--- src/rtl/prog_ctr_stack.sv ---
// Instruction-fetch program counter with run/halt control, branches and a
// hardware return-address stack that flags overflow/underflow.
module prog_ctr_stack #(
  parameter int PC_W        = 10,
  parameter int STACK_DEPTH = 4,
  localparam int SP_W       = $clog2(STACK_DEPTH) + 1
) (
  input  logic            Clk,
  input  logic            Reset,
  input  logic            Start,
  input  logic [PC_W-1:0] StartAddr,
  input  logic            Stall,
  input  logic            Branch,
  input  logic            Jump,
  input  logic            Call,
  input  logic            Ret,
  input  logic            Halt,
  input  logic [PC_W-1:0] Target,
  output logic [PC_W-1:0] ProgCtr,
  output logic            Running,
  output logic            Done,
  output logic            StackErr,
  output logic [SP_W-1:0] StackCnt
);

  localparam int IDX_W = SP_W - 1;

  typedef enum logic [1:0] {
    IDLE = 2'd0,
    RUN  = 2'd1,
    HALT = 2'd2
  } state_t;

  state_t          state_r, stateNext_s;
  logic [PC_W-1:0] pc_r, pcNext_s, pcInc_s;
  logic [SP_W-1:0] cnt_r, cntNext_s;
  logic            err_r, errNext_s;
  logic            running_r, done_r;
  logic            push_s;
  logic [PC_W-1:0] stack_r [STACK_DEPTH];
  logic [IDX_W-1:0] wrIdx_s, rdIdx_s;
  logic            stackEmpty_s, stackFull_s;

  // Occupancy low bits address the next free slot; top of stack sits one below.
  assign wrIdx_s      = cnt_r[IDX_W-1:0];
  assign rdIdx_s      = wrIdx_s - IDX_W'(1);
  assign stackEmpty_s = (cnt_r == SP_W'(0));
  assign stackFull_s  = (cnt_r == SP_W'(STACK_DEPTH));
  assign pcInc_s      = pc_r + PC_W'(1);

  // Next-state, next-PC and stack bookkeeping.
  always_comb begin
    stateNext_s = state_r;
    pcNext_s    = pc_r;
    cntNext_s   = cnt_r;
    errNext_s   = err_r;
    push_s      = 1'b0;
    case (state_r)
      IDLE, HALT: begin
        if (Start) begin
          pcNext_s    = StartAddr;
          cntNext_s   = SP_W'(0);
          errNext_s   = 1'b0;
          stateNext_s = RUN;
        end else begin
          stateNext_s = state_r;
        end
      end
      RUN: begin
        if (Stall) begin
          stateNext_s = RUN;
        end else if (Halt) begin
          stateNext_s = HALT;
        end else if (Ret) begin
          if (!stackEmpty_s) begin
            pcNext_s  = stack_r[rdIdx_s];
            cntNext_s = cnt_r - SP_W'(1);
          end else begin
            errNext_s = 1'b1;
            pcNext_s  = pcInc_s;
          end
        end else if (Call) begin
          if (!stackFull_s) begin
            push_s    = 1'b1;
            pcNext_s  = Target;
            cntNext_s = cnt_r + SP_W'(1);
          end else begin
            errNext_s = 1'b1;
            pcNext_s  = pcInc_s;
          end
        end else if (Jump) begin
          pcNext_s = Target;
        end else if (Branch) begin
          // Unsigned add at PC_W bits is the two's-complement relative branch with wrap.
          pcNext_s = pc_r + Target;
        end else begin
          pcNext_s = pcInc_s;
        end
      end
      default: begin
        stateNext_s = IDLE;
      end
    endcase
  end

  // Control state and registered status outputs.
  always_ff @(posedge Clk or negedge Reset) begin
    if (!Reset) begin
      state_r   <= IDLE;
      pc_r      <= PC_W'(0);
      cnt_r     <= SP_W'(0);
      err_r     <= 1'b0;
      running_r <= 1'b0;
      done_r    <= 1'b0;
    end else begin
      state_r   <= stateNext_s;
      pc_r      <= pcNext_s;
      cnt_r     <= cntNext_s;
      err_r     <= errNext_s;
      running_r <= (stateNext_s == RUN);
      done_r    <= (stateNext_s == HALT);
    end
  end

  // Return-address storage; contents are meaningless beyond the occupancy count.
  always_ff @(posedge Clk) begin
    if (push_s) begin
      stack_r[wrIdx_s] <= pcInc_s;
    end
  end

  assign ProgCtr  = pc_r;
  assign Running  = running_r;
  assign Done     = done_r;
  assign StackErr = err_r;
  assign StackCnt = cnt_r;

endmodule

--- config.mk ---
export PLATFORM = sky130hd
export DESIGN_NAME = prog_ctr_stack
export DESIGN_NICKNAME = d
export VERILOG_FILES = /design/src/rtl/prog_ctr_stack.sv
export SDC_FILE = /design/constraint.sdc
export NUM_CORES = 1
export LEC_CHECK = 0
export ABC_AREA = 1
export CAP_MARGIN = 10
export CORE_MARGIN = 2
export CORE_UTILIZATION = 51
export CTS_BUF_LIST = sky130_fd_sc_hd__clkbuf_16
export DETAILED_ROUTE_END_ITERATION = 12
export HOLD_SLACK_MARGIN = 0.08
export MAX_ROUTING_LAYER = met4
export PLACE_DENSITY = 0.77
export SLEW_MARGIN = 40
export SYNTH_ARGS = -nofsm -noshare
export SYNTH_HDL_FRONTEND = slang
export SYNTH_SLANG_ARGS = --single-unit
--- constraint.sdc ---
create_clock -name Clk -period 2.3 [get_ports Clk]
set_input_delay 0.575 -clock Clk [delete_from_list [all_inputs] [get_ports Clk]]
set_output_delay 0.575 -clock Clk [all_outputs]
set_load 0.1 [all_outputs]
==> metrics <==
# IOs 45; Setup Skew 6.159 ps; core area 7137 µm²; Synth area leader edfxtp_1; clk root buf clkbuf_16; Final ANT Viol Nets 0; Die Y-Extent 89.13 µm; Critical Path Fanout Max 4; Final Instance Area 4836 µm²; DR iter-0 viols 223; area occupied by multi-input gates 1848 µm²; pwr dens 1443 nW/µm²; Worst R2R Start StackCnt[1]$_DFFE_PN0P_; Wirelength per Cell 14.60 µm; H-Tree Depth 3; Critical Path RT 2510 ps; via/cell ratio 5.169; final setup violation count 0; Max clock buf depth 2; hold_sp StackErr$_DFFE_PN0P_; fillers 617; Total Wirelength 9608 µm; hold path cells 1; antenna violations before repair 0; setup TNS 0 ps; Max VDD drop 0.001154 V; Startpoint Class primary input; GR Overflow Total 0; kind of critical path in -> reg; post-synth top area share 32.50%; Die X 89.13 µm; full die area 7944 µm²; share of cells above drive strength 1 17.17%; Total GRT Usage 26.79%; Worst Path Arrival 2300 ps; fin. max-slew vios 0; area post-placement 4529 µm²; syn_nets 517; Post-CTS Setup Inserts 0; Antenna Cells 0; commonest non-fill, non-tap cells in the layout nand2_1 (133), nor2_1 (62), buf_4 (50); #FFs+latches synth 58; r2r worst-path depth 14; synthesis-to-layout area growth 30.84%; status completed; DRC 0; worst hold path class reg -> reg; Initial Utilization 51.79%; Post-Syn Area 3696 µm²; vias in the first global route 3306; Max Clk Rate 479.3 MHz; most common cell after layout, fill and taps aside nand2_1; number of distinct library cells after synthesis 32; Slew headroom 62.30%; sequential cell area 1663 µm²; crit path capture type flip-flop; Yosys warnings 0; Sink Count 58; endpoints failing hold 0; Clock Pin Slew Worst Setup and Hold Paths 50 ps; first-pass GRT wire length 15480 µm; DP HPWL 7298 µm; # nets final 599; Max Cap Viol 0; cells after synthesis 472; TritonCTS clock tree yes; CTS Buf Count 9; drt first pass iters 5; syn avg cell area 7.831 µm²; post-layout minimum cycle time 2086 ps; RSZ-0062 raised after global routing no; vias 3401; pin count of the biggest net entering global routing 25; register area share after synthesis 44.69%; worst setup path startpoint Target[0]; GP Congestion 0.9303; Slew @ Worst Pin 563.6 ps; I/O Buffers 44; Cell Rows 31; Clock Latency Late Sink 320 ps; Final period util 90.71%; Leakage 2.177 nW; Area contributors post-synth edfxtp_1 (32%), nand2_1 (14%), dfrtp_1 (12%)
==> per-layer routing <==
metal,vias up,GRT usage [%],part of all wire [%]
met4,0,9.634,1.4
met2,104,43.50,49
met3,19,4.155,5.6
met5,-,-,0
met1,1545,34.06,44
li1,1733,-,-
==> kinds of logic (layout without fill, tap and decap cells) <==
family / Yosys count / after routing / synth area share [%]
DFF: 58 / 58 / 44.69
and+or+nand+nor: 257 / 257 / 29.79
adders and majority gates: 16 / 16 / 5.823
buffers and inverters: 62 / 149 / 6.736
xor gates and xnor gates: 7 / 7 / 1.659
AOI/OAI and AO/OA: 72 / 72 / 11.31
==> final timing paths <==
kind	endpoint	slack (ps)
min in group asynchronous	Running$_DFF_PN0_	610
max reg2reg	ProgCtr[5]$_DFFE_PN0P_	250
min reg2reg	StackErr$_DFFE_PN0P_	490
max in group asynchronous	StackCnt[1]$_DFFE_PN0P_	1450
max	ProgCtr[8]$_DFFE_PN0P_	210
min	StackErr$_DFFE_PN0P_	490
==> where the power goes <==
part / internal, mW / leakage [nW] / switching, mW
Sequential: 1.43 / 0.578 / 0.233
Clock: 0.927 / 0.155 / 0.435
Combinational: 1.22 / 1.44 / 2.74
Total: 3.57 / 2.18 / 3.41
==> worst max-delay path, cell delays in order <==
cell and delay [ps]:
clkdlybuf4s50_1 450, ha_1 250, fa_2 370, nand3_1 120, nand2_1 90, nand2_1 90, nand2_1 50, nand2_1 50
nand3_1 60, nand2_1 60, nand2_1 40, nand2_1 50, nand2_1 40
==> synthesized netlist by cell type, drive strengths merged <==
cell / instances
xnor2: 1
a21oi: 18
o22ai: 8
xor2: 6
edfxtp: 40
ha: 14
a31oi: 2
nand2: 137
o21a: 3
or2: 2
inv: 52
fa: 2
buf: 9
nand3: 34
nand3b: 3
o211ai: 5
and2: 3
a22oi: 1
dfrtp: 18
clkinv: 1
nand4: 6
nor3: 2
o21ai: 35
nor2: 70
==> area by class of cell <==
cell class / instances / area share [%]
Inverter: 53 / 4.166
Sequential cell: 58 / 34.39
Tap cell: 99 / 2.561
Timing Repair Buffer: 80 / 14.39
Clock inverter: 7 / 1.630
Clock buffer: 9 / 4.657
Multi-Input combinational cell: 352 / 38.21
==> flip-flops by register name, indices dropped and copies added, names as in the netlist <==
register and cells:
stack_r 40, StackCnt 3, Done 1, Running 1, state_r 2, StackErr 1
ProgCtr 10
==> stage by stage <==
stage / power [mW] / util (%) / std cells / worst slack [ps] / hold WS, ps
floorplan: 4.529 / - / 472 / -57.23 / 279.4
global placement: 5.528 / 63.46 / 642 / -160.1 / 480.2
detailed placement: 5.614 / 63.46 / 642 / -169.3 / 485.5
CTS: 6.991 / 67.72 / 658 / 158.4 / 497.1
global route: 7.476 / 67.76 / 658 / 30.77 / 539.3
finish: 6.979 / 67.76 / 658 / 213.7 / 492.8
==> what timing repair did <==
action	4_1_cts	5_1_grt
endpoints found under the setup margin	0	1
hold buffers	0	0
gates resized for setup	0	1
Note: power is estimated with default switching activity, not from simulation.
